### src/rtl/tiny16_mem_arb.sv
// tiny16_mem_arb
//   Arbiter and sequencer for the tiny16 single-port, synchronous-read RAM.
//   Three requesters (boot loader, CPU data, CPU fetch) are serialised onto
//   the RAM port. Each access takes four cycles: IDLE (arbitrate) -> MEM
//   (RAM enabled) -> WAIT (RAM data valid, captured) -> ACK (one-cycle ack).
//   All outputs are registered.
//
// Parameters
//   AW : word-address width
//   DW : data width
//
// Ports
//   CLK, RST                  clock, asynchronous active-high reset
//   ld_req/we/addr/wdata      loader request, ld_ack completion
//   d_req/we/addr/wdata       CPU data request, d_ack completion
//   f_req/f_addr              CPU fetch read request, f_ack completion
//   rdata                     read data shared by all requesters
//   owner                     0 none, 1 loader, 2 data, 3 fetch
//   busy                      access in progress (MEM/WAIT/ACK)
//   mem_en/we/addr/wdata      RAM port, mem_rdata RAM read data
//
// Configuration
//   TINY16_ARB_RR_EN : round-robin between data and fetch when defined,
//                      otherwise fixed priority loader > data > fetch.

module tiny16_mem_arb #(
  parameter int AW = 8,
  parameter int DW = 16
) (
  input  logic          CLK,
  input  logic          RST,
  input  logic          ld_req,
  input  logic          ld_we,
  input  logic [AW-1:0] ld_addr,
  input  logic [DW-1:0] ld_wdata,
  output logic          ld_ack,
  input  logic          d_req,
  input  logic          d_we,
  input  logic [AW-1:0] d_addr,
  input  logic [DW-1:0] d_wdata,
  output logic          d_ack,
  input  logic          f_req,
  input  logic [AW-1:0] f_addr,
  output logic          f_ack,
  output logic [DW-1:0] rdata,
  output logic [1:0]    owner,
  output logic          busy,
  output logic          mem_en,
  output logic          mem_we,
  output logic [AW-1:0] mem_addr,
  output logic [DW-1:0] mem_wdata,
  input  logic [DW-1:0] mem_rdata
);

  typedef enum logic [1:0] {S_IDLE, S_MEM, S_WAIT, S_ACK} state_t;

  state_t        r_state, w_state_nxt;

  logic          r_mem_en,    w_mem_en_nxt;
  logic          r_mem_we,    w_mem_we_nxt;
  logic [AW-1:0] r_mem_addr,  w_mem_addr_nxt;
  logic [DW-1:0] r_mem_wdata, w_mem_wdata_nxt;
  logic [DW-1:0] r_rdata,     w_rdata_nxt;
  logic [1:0]    r_owner,     w_owner_nxt;
  logic          r_busy,      w_busy_nxt;
  logic          r_ld_ack,    w_ld_ack_nxt;
  logic          r_d_ack,     w_d_ack_nxt;
  logic          r_f_ack,     w_f_ack_nxt;
  logic          w_pick_f;

`ifdef TINY16_ARB_RR_EN
  // 0 = data goes next on a data/fetch tie, 1 = fetch goes next
  logic          r_rr_fetch, w_rr_fetch_nxt;

  assign w_pick_f = f_req && (!d_req || r_rr_fetch);
`else
  assign w_pick_f = f_req && !d_req;
`endif

  always_ff @(posedge CLK or posedge RST) begin
    if (RST) r_state <= S_IDLE;
    else     r_state <= w_state_nxt;
  end

  always_comb begin
    w_state_nxt     = r_state;
    w_mem_en_nxt    = 1'b0;
    w_mem_we_nxt    = r_mem_we;
    w_mem_addr_nxt  = r_mem_addr;
    w_mem_wdata_nxt = r_mem_wdata;
    w_rdata_nxt     = r_rdata;
    w_owner_nxt     = r_owner;
    w_ld_ack_nxt    = 1'b0;
    w_d_ack_nxt     = 1'b0;
    w_f_ack_nxt     = 1'b0;
`ifdef TINY16_ARB_RR_EN
    w_rr_fetch_nxt  = r_rr_fetch;
`endif
    case (r_state)
      S_IDLE: begin
        if (ld_req) begin
          w_mem_we_nxt    = ld_we;
          w_mem_addr_nxt  = ld_addr;
          w_mem_wdata_nxt = ld_wdata;
          w_owner_nxt     = 2'd1;
          w_mem_en_nxt    = 1'b1;
          w_state_nxt     = S_MEM;
        end else if (d_req || f_req) begin
          if (w_pick_f) begin
            // fetch never writes; write data register is left untouched
            w_mem_we_nxt   = 1'b0;
            w_mem_addr_nxt = f_addr;
            w_owner_nxt    = 2'd3;
          end else begin
            w_mem_we_nxt    = d_we;
            w_mem_addr_nxt  = d_addr;
            w_mem_wdata_nxt = d_wdata;
            w_owner_nxt     = 2'd2;
          end
`ifdef TINY16_ARB_RR_EN
          // pointer moves to the port that did not win, even when uncontended
          w_rr_fetch_nxt = !w_pick_f;
`endif
          w_mem_en_nxt = 1'b1;
          w_state_nxt  = S_MEM;
        end
      end
      S_MEM:  w_state_nxt = S_WAIT;
      S_WAIT: begin
        if (!r_mem_we) w_rdata_nxt = mem_rdata;
        case (r_owner)
          2'd1:    w_ld_ack_nxt = 1'b1;
          2'd2:    w_d_ack_nxt  = 1'b1;
          2'd3:    w_f_ack_nxt  = 1'b1;
          default: ;
        endcase
        w_state_nxt = S_ACK;
      end
      S_ACK: begin
        w_owner_nxt = 2'd0;
        w_state_nxt = S_IDLE;
      end
      default: w_state_nxt = S_IDLE;
    endcase
    w_busy_nxt = (w_state_nxt != S_IDLE);
  end

  always_ff @(posedge CLK or posedge RST) begin
    if (RST) begin
      r_mem_en    <= 1'b0;
      r_mem_we    <= 1'b0;
      r_mem_addr  <= '0;
      r_mem_wdata <= '0;
      r_rdata     <= '0;
      r_owner     <= '0;
      r_busy      <= 1'b0;
      r_ld_ack    <= 1'b0;
      r_d_ack     <= 1'b0;
      r_f_ack     <= 1'b0;
`ifdef TINY16_ARB_RR_EN
      r_rr_fetch  <= 1'b0;
`endif
    end else begin
      r_mem_en    <= w_mem_en_nxt;
      r_mem_we    <= w_mem_we_nxt;
      r_mem_addr  <= w_mem_addr_nxt;
      r_mem_wdata <= w_mem_wdata_nxt;
      r_rdata     <= w_rdata_nxt;
      r_owner     <= w_owner_nxt;
      r_busy      <= w_busy_nxt;
      r_ld_ack    <= w_ld_ack_nxt;
      r_d_ack     <= w_d_ack_nxt;
      r_f_ack     <= w_f_ack_nxt;
`ifdef TINY16_ARB_RR_EN
      r_rr_fetch  <= w_rr_fetch_nxt;
`endif
    end
  end

  assign mem_en    = r_mem_en;
  assign mem_we    = r_mem_we;
  assign mem_addr  = r_mem_addr;
  assign mem_wdata = r_mem_wdata;
  assign rdata     = r_rdata;
  assign owner     = r_owner;
  assign busy      = r_busy;
  assign ld_ack    = r_ld_ack;
  assign d_ack     = r_d_ack;
  assign f_ack     = r_f_ack;

endmodule

### config.mk
export PLATFORM = sky130hd
export DESIGN_NAME = tiny16_mem_arb
export DESIGN_NICKNAME = d
export VERILOG_FILES = /design/src/rtl/tiny16_mem_arb.sv
export SDC_FILE = /design/constraint.sdc
export NUM_CORES = 1
export LEC_CHECK = 0
export BUFFER_PORTS_ARGS = -buffer_cell sky130_fd_sc_hd__buf_2
export CORE_MARGIN = 1.5
export CORE_UTILIZATION = 48
export CTS_CLUSTER_DIAMETER = 40
export DETAILED_ROUTE_END_ITERATION = 8
export GPL_ROUTABILITY_DRIVEN = 0
export GPL_TIMING_DRIVEN = 0
export PLACE_DENSITY_LB_ADDON = 0.1
export SLEW_MARGIN = 20
export SYNTH_ARGS = -nofsm -noshare
export SYNTH_HDL_FRONTEND = slang
export SYNTH_SLANG_ARGS = --single-unit
### constraint.sdc
create_clock -name CLK -period 3.7 [get_ports CLK]
set_clock_uncertainty 0.05 [all_clocks]
set_input_delay 0.185 -clock CLK [delete_from_list [all_inputs] [get_ports CLK]]
set_output_delay 0.185 -clock CLK [all_outputs]
set_load 0.03 [all_outputs]
==> results.md, run 1 <==
- The fmax is 0.5447 GHz.
- The count of endpoints failing setup in the final report is 0.
- By area the synthesized netlist is led by sky130_fd_sc_hd__dfrtp_1, sky130_fd_sc_hd__mux2i_1, sky130_fd_sc_hd__mux2_1.
- The area fraction of the dominant cell type after synthesis is 0.5313.
- Measured against its own limit, the worst slew margin works out to 0.6571.
- The remaining global-route overflow is 0.
- The post-synthesis net count is 297.
- Of the total power, the share spent switching nets is 0.4639.
- Of the total power, the clock network draws 0.114.
- The detailed route wirelength on metal3 is 323 um.
- Of the total synthesized cell area, the portion taken by full adders, half adders and majority gates is 0.02125.
- After detailed routing, the number of remaining DRC violations is 0.
- From left edge to right edge, the die measures between 70 and 80 um.
- The effective utilization at floorplan is 0.4985.
- In this run, CTS created clock tree buffers numbering 5.
- The worst hold path belongs to the class input pin to flop.
- The combined global-route utilization of all metal layers is 0.2081.
- The endpoint of the worst-slack reg-to-reg timing path is rdata[6].
- The run finished with clean final reports.
- For this run, the number of Yosys warnings is 0.
- The critical path is of the flop to flop type.
- CTS built an H-tree with a depth of 2.
- The number of cells after detailed placement is a little over 400.
- Summed over all instances, the cell type with the most area after synthesis is sky130_fd_sc_hd__dfrtp_1.
- The analysis attributes to cell leakage a power of about 1.7 nW.
- The count of cell types in the netlist is 29.
- In this run the worst path has a maximum fanout of 10.
- Across all register-to-register paths, the minimum setup slack is 1.86 ns.
- Once layout is complete, the utilization of the core stands at 0.6731.
- The leading register cell type out of synthesis is sky130_fd_sc_hd__dfrtp_1.
- Clock-pin slew was measured on the worst setup and hold paths at 0.09 ns.
- The combinational cell fraction of total power is 0.532.
- The half-perimeter wire length after placement is 4149 um.
- After routing, the total negative slack on setup checks comes to 0 ns.
- Ranked by instance count, the synthesized netlist is headed by sky130_fd_sc_hd__dfrtp_1, sky130_fd_sc_hd__mux2i_1, sky130_fd_sc_hd__nand2_1, sky130_fd_sc_hd__nor2_1, sky130_fd_sc_hd__o21ai_1.
- The final antenna diode count is 0.
- Dividing the final minimum period by the clock period gives 0.4962.
- The worst reg2reg path depth is 6.
- The worst setup slack after layout is ~1.9 ns.
- Post-CTS repair changed the size of 0 cells.
- The detailed router placed roughly 2000 vias in this run.
- The core area is roughly 4700 um^2.
- After the last flow step, the layout net total stands at roughly 430.
- The endpoint with the worst hold slack is rdata[13].
- The post-synthesis cell area is roughly 2400 um^2.
- After detailed routing, the total wire length is 5403 um.
- The startpoint of the most critical hold path is mem_rdata[13].
- The async set-or-reset flop fraction in the synthesized netlist is 1.000.
- The tightest hold margin is 0.04903 ns.
- The internal portion of the total power is 1.416 mW.
- The critical register-to-register path startpoint is r_state[0].
- Once the clock tree was built, the setup fixing pass inserted 0 buffers.
- Of the total power, registers draw 0.354.
- The capturing element type of the critical path is a flop.
- The number of antenna violations at the first check in global routing was 0.
- Entering global routing, the biggest net connects 32 pins.
- The number of max-cap violations is 0.
- In this run the mean area of a mapped cell was 11.00 um^2.
- Of the cells placed in the final design, the portion with a size suffix greater than 1 is 0.4241.
- After detailed routing, no signal wire sits above met4.
- The count of final hold-check violations came to 0.
- The basic-gate share of the synthesized area counting and, or, nand and nor cells is 0.09617.
- The number of fill cells in the layout is around 400.
- STA puts the critical path data required time at 3.82 ns.
- STA puts the critical path data arrival time at a little under 2 ns.
- The shortest period the worst path allows is 1.836 ns.
- Setup repair after global routing left no endpoint under its margin.
- TritonCTS built the clock tree.
- Dividing the detail-routed via count by the number of cells gives 4.877.
- The number of input and output port buffers inserted is 126.
- After the first detailed-routing iteration, the DRC count stood at 48.
- The layout overhead on the synthesized area is 35.02%.
- The number of search-and-repair iterations in the first detailed-routing pass is 4.
- The most frequently used cell type in the post-synthesis netlist is sky130_fd_sc_hd__dfrtp_1.
- The buffer depth of the longest clock path is 2.
- In this run the core area contains 25 standard-cell rows.
- The flip-flop and latch count after synthesis is 50.
- The average wire per standard cell is roughly 13 um.
- The area of the die is 5335 um^2.
- For the pin with the worst max-slew slack, the measured transition is 0.5143 ns.
- For this design the ratio of total power to cell area is 830.9 nW/um^2.
- Of the total synthesized cell area, the portion taken by XOR and XNOR cells is 0.
- Of the synthesized area, sequential elements account for 0.5313.
- Clock tree synthesis selected as its root buffer the cell sky130_fd_sc_hd__clkbuf_8.
- The net load switching power is 1.225 mW.
- Counting flops with a built-in enable in the synthesized netlist gives 0.
- Measured against the total synthesized area, the mux share comes to 0.1785.
- The via count of the first global-routing pass is ~1900.
- The post-detailed-route count of antenna-violating nets is 0.
- The finished layout holds approximately 420 standard cells, fillers aside.
- The detailed router put a total of 2362 um of wire on met1.
- The met2 wire length is between 2000 and 3000 um.
- The worst setup path is launched from a flop.
- The first global-routing pass estimated 8638 um of wire.
- At the placement stage, the worst setup path has a slack of ~1.8 ns.
- The total count of max-transition violations in the final report came to 0.
- The post-synthesis cell count is 214.
- IR analysis of the VDD net gives a maximum drop of approximately 0.43 mV.
- The post-synthesis compound-gate area fraction is 0.1174.
- The floorplan die height is 73.04 um.
- Along the worst hold path, the cell count comes to 2.
- approximately 130 I/O pins were placed.
- The main combinational cell family by area after synthesis is multiplexers.
- The clock latency at the later pin of the worst-skew pair is 0.29 ns.
- The clock sink count is 50.
cell usage in the layout, fill, tap and decap left out, types with 2 or more instances in the layout:
cell and n:
sky130_fd_sc_hd__buf_2 130, sky130_fd_sc_hd__dfrtp_1 50, sky130_fd_sc_hd__mux2i_1 24, sky130_fd_sc_hd__nand2_1 20
sky130_fd_sc_hd__nor2_1 20, sky130_fd_sc_hd__o21ai_1 19, sky130_fd_sc_hd__mux2_1 16, sky130_fd_sc_hd__inv_1 11
sky130_fd_sc_hd__a21oi_1 9, sky130_fd_sc_hd__a22o_1 8, sky130_fd_sc_hd__buf_4 6, sky130_fd_sc_hd__clkbuf_8 5
sky130_fd_sc_hd__nor2b_1 4, sky130_fd_sc_hd__ha_1 4, sky130_fd_sc_hd__inv_2 2, sky130_fd_sc_hd__o21ai_0 2
sky130_fd_sc_hd__nand2b_1 2
sequential cells by signal (all words and copies together), names as in the netlist:
name / cells
mem_we: 1
ld_ack: 1
mem_en: 1
mem_wdata: 16
mem_addr: 8
rdata: 16
owner: 2
d_ack: 1
f_ack: 1
busy: 1
r_state: 2
worst max-delay path by stage:
stage	slack, ns	to	cells after the start	from
floorplan	2.07	rdata[0]	6	r_state[0]
global placement	1.63	ld_ack	2	RST
detailed placement	1.85	rdata[6]	6	r_state[0]
CTS	1.83	rdata[6]	6	r_state[0]
global route	1.74	rdata[1]	6	r_state[0]
finish	1.86	rdata[6]	6	r_state[0]
critical path, stage by stage, from the launching register on:
cell and delay, ns:
sky130_fd_sc_hd__dfrtp_1 0.40, sky130_fd_sc_hd__inv_1 0.12, sky130_fd_sc_hd__ha_1 0.24, sky130_fd_sc_hd__nor2b_1 0.14
sky130_fd_sc_hd__buf_2 0.20, sky130_fd_sc_hd__buf_4 0.22, sky130_fd_sc_hd__mux2_1 0.35
per-layer routing:
layer / global-route usage / up-vias
li1: - / 998
met1: 0.2587 / 944
met2: 0.3566 / 83
met3: 0.05249 / 4
met4: 0.06080 / 0
met5: 0 / -
kinds of logic (layout without fill, tap and decap cells):
kind of cell | after synthesis | count (layout)
AOI/OAI and AO/OA | 43 | 43
muxes | 40 | 40
adders and majority gates | 4 | 4
buffers and inverters | 25 | 160
and+or+nand+nor | 52 | 52
DFF | 50 | 50
power by group through the flow:
stage	clock network, mW	logic, mW	registers [mW]
2_1_floorplan	0	0.496	1.44
3_3_place_gp	0	1.39	0.936
3_5_place_dp	0	1.42	0.945
4_1_cts	0.311	1.42	0.938
5_1_grt	0.330	1.52	0.973
6_report	0.301	1.41	0.935
per-stage QoR:
stage	total power, mW	area (um^2)
2_1_floorplan	1.938	2355
3_3_place_gp	2.327	3069
3_5_place_dp	2.367	3089
4_1_cts	2.669	3179
5_1_grt	2.821	3179
6_report	2.642	3179
cell type report:
type                       count  area (um^2)  share of cell area
sequential                    50         1251              0.3935
multi-input combinational    139        973.4              0.3062
inverter                      13        48.80             0.01535
buffer                        12        81.33             0.02558
timing repair buffer         128        660.6              0.2078
clock inverter                 1        7.507            0.002361
tap                           67        83.83             0.02637
clock buffer                   6        72.57             0.02283
repair_timing:
item / 4_1_cts / 5_1_grt
hold buffers: 1 / 0
endpoints found under the setup margin: 0 / 0
hold endpoints to repair: 19 / 0
(Power assumes the default switching activity.)
==> run 2, diff against run 1 <==
Settings changed: CORE_UTILIZATION 48 to 45.
Clock period 3.7 ns to 1.75 ns, I/O delays scaled along.
==> results.md, run 2 (synthesis results as in run 1) <==
- The number of search-and-repair iterations in the first detailed-routing pass is 4.
- The ratio of cells with drive above 1 in the final layout is 0.4126.
- Entering global routing, the biggest net connects 28 pins.
- The clock reaches the later pin of the worst-skew pair after 0.29 ns.
- For this block, the initial DRC count from the detailed router was 56.
- The power per standard cell area is 1713 nW/um^2.
- For this run, the share of the core covered by cells in the final layout is 0.6694.
- For flop-to-flop paths, the worst setup slack is 0.1 ns.
- The tightest hold margin is 0.01305 ns.
- After clock tree synthesis, the clock-pin slew on the worst setup and hold paths is 0.09 ns.
- In this run the worst hold path is classified as input pin to flop.
- The total count of max-transition violations in the final report is 0.
- The row count is 26.
- The post-detailed-route count of antenna-violating nets is 0.
- The die covers ~5700 um^2.
- The element type at the critical path start is a flop.
- TritonCTS built the clock tree.
- The flow ran to the end, and the final reports show no timing, DRC or antenna violations.
- After layout, the minimum clock period comes to 1.655 ns.
- The number of antenna violations at the first check in global routing is 0.
- In this run the worst setup path begins at r_state[0].
- The combinational cell fraction of total power is 0.521.
- Measured against its own limit, the worst slew margin works out to 0.6452.
- The net load switching power is 2.604 mW.
- Max-cap violations in this run came to 0.
- The portion of total power attributed to the clock network is 0.140.
- Data on the critical path is required at its endpoint by 1.88 ns.
- The count of buffers added on input and output ports is 126.
- Dividing the detail-routed wire length by the instance count gives 13.22 um.
- Including well taps, the total number of placed cells is 411.
- The H-tree generated during clock tree synthesis spans 2 levels.
- The worst stage delay on the critical path is 0.41 ns.
- CTS saw 50 sinks.
- The horizontal die dimension is 75.34 um.
- The count of endpoints failing setup in the final report is 0.
- The count of vias placed by the detailed router is 2111.
- The via count of the first global-routing pass is 1954.
- For the pin with the worst max-slew slack, the measured transition is 0.5322 ns.
- Across every metal layer, demand over resource in global routing totals 0.1983.
- The worst setup path is captured at a flop.
- The switching share of power is 0.4475.
- The startpoint identified for the worst register-to-register timing path is r_state[0].
- The repair_antennas step left the layout with diodes totalling 0.
- The internal power is 3.216 mW.
- The share of the cycle needed by the critical path after routing is 0.9454.
- The most common library cell in the layout ignoring fill and taps is sky130_fd_sc_hd__buf_2.
- Summed over all cells, the static leakage comes to 1.806 nW.
- The sequential fraction of design power is 0.340.
- Leaving out fill and tap cells, the most frequent cells in the layout are sky130_fd_sc_hd__buf_2, sky130_fd_sc_hd__dfrtp_1, sky130_fd_sc_hd__mux2i_1.
- The endpoint identified for the worst register-to-register timing path is rdata[1].
- The class of the most critical setup path is flop to flop.
- For this run the aggregate overflow at the end of global routing stands at 0.
- The highest net fanout along the worst path is 8.
- Derived from the worst setup path, the maximum achievable clock frequency is 0.6044 GHz.
- The TritonCTS buffer count is 5.
- The first global-routing pass estimated 8583 um of wire.
- Setup repair after global routing left no endpoint under its margin.
- For this design the top-level I/O count stands at 127.
- The layout overhead on the synthesized area is 44.26%.
- The critical path ends at rdata[1].
- The floorplan die height is ~75 um.
- The core area is 5075 um^2.
- The final layout contains routed wiring with a total length of 5764 um.
- The count of final hold-check violations is 0.
- On the critical path, the stage with the largest delay is an instance of sky130_fd_sc_hd__dfrtp_1.
- Traced cell by cell, the critical path runs through inv_1 > ha_2 > nor2b_2 > buf_4 > mux2_1.
- At the worst endpoint, the arrival time is 1.78 ns.
- The half-perimeter wire length after placement is about 4300 um.
- Measured in cells, the most critical reg-to-reg path has a length of 5.
- The design draws a little under 6 mW.
- At the end of the flow, the number of nets in the layout was 449.
- The cell sitting at the root of the clock tree is a sky130_fd_sc_hd__clkbuf_8.
- The number of standard cells in the final layout excluding fillers is 436.
- The initial utilization of the core area, before any placement, comes to 0.4640.
- IR analysis of the VDD net gives a maximum drop of 0.7757 mV.
- After detailed routing, the number of remaining DRC violations is 0.
- The buffer depth of the longest clock path is 2.
- The ratio of routed vias to standard cells is 4.842.
-- run 2: power by group through the flow --
stage	logic [mW]	registers (mW)	clock network, mW
floorplan	1.05	3.05	0
finish	3.03	1.98	0.812
detailed placement	3.01	2.00	0
global route	3.30	2.05	0.883
global placement	2.94	1.98	0
CTS	3.04	1.98	0.840
-- run 2: timing repair --
action / in CTS / in global routing
pin swaps: 0 / 0
setup buffers: 0 / 0
gates resized for setup: 2 / 4
endpoints found under the setup margin: 10 / 16
hold buffers: 18 / 0
hold endpoints to repair: 40 / 0
gates cloned: 0 / 1
-- run 2: through the flow --
stage / worst slack [ns] / cell area, um^2 / setup TNS (ns)
2_1_floorplan: 0.1184 / 2355 / 0
3_3_place_gp: -0.2388 / 3073 / -12.90
3_5_place_dp: -0.1428 / 3093 / -1.358
4_1_cts: 0.01813 / 3383 / 0
5_1_grt: 0.02448 / 3397 / 0
6_report: 0.09547 / 3397 / 0
-- run 2: worst min-delay path by stage --
stage | depth (start not counted) | start | end | slack [ns]
2_1_floorplan | 1 | mem_rdata[10] | rdata[10] | 0.17
3_3_place_gp | 2 | mem_rdata[7] | rdata[7] | 0.25
3_5_place_dp | 2 | RST | rdata[8] | 0.11
4_1_cts | 3 | d_wdata[0] | mem_wdata[0] | 0.008
5_1_grt | 3 | d_wdata[12] | mem_wdata[12] | 0.03
6_report | 3 | d_wdata[6] | mem_wdata[6] | 0.01
-- run 2: layer usage --
| metal | vias up | share of wire | track usage |
|---|---|---|---|
| li1 | 1038 | - | - |
| met5 | - | 0 | 0 |
| met4 | 0 | 0.014 | 0.06944 |
| met2 | 86 | 0.48 | 0.3450 |
| met3 | 9 | 0.075 | 0.04894 |
| met1 | 978 | 0.43 | 0.2400 |
-- run 2: area by class of cell --
cell class | instances | area (um^2)
plain buffers | 11 | 80.08
clock buffers | 6 | 82.58
clock inverters | 1 | 30.03
fillers | 432 | 1678
inverters | 13 | 48.80
multi-input cells | 139 | 978.4
flip-flops and latches | 50 | 1251
well taps | 70 | 87.58
repair buffers | 146 | 838.3
-- run 2: worst max-delay path: cells and delay by family, from the launching register on --
kind	cells	cell delay, ns
flops	1	0.41
mux	1	0.34
buf+inv	2	0.31
fa+ha+maj	1	0.23
simple gates	1	0.20
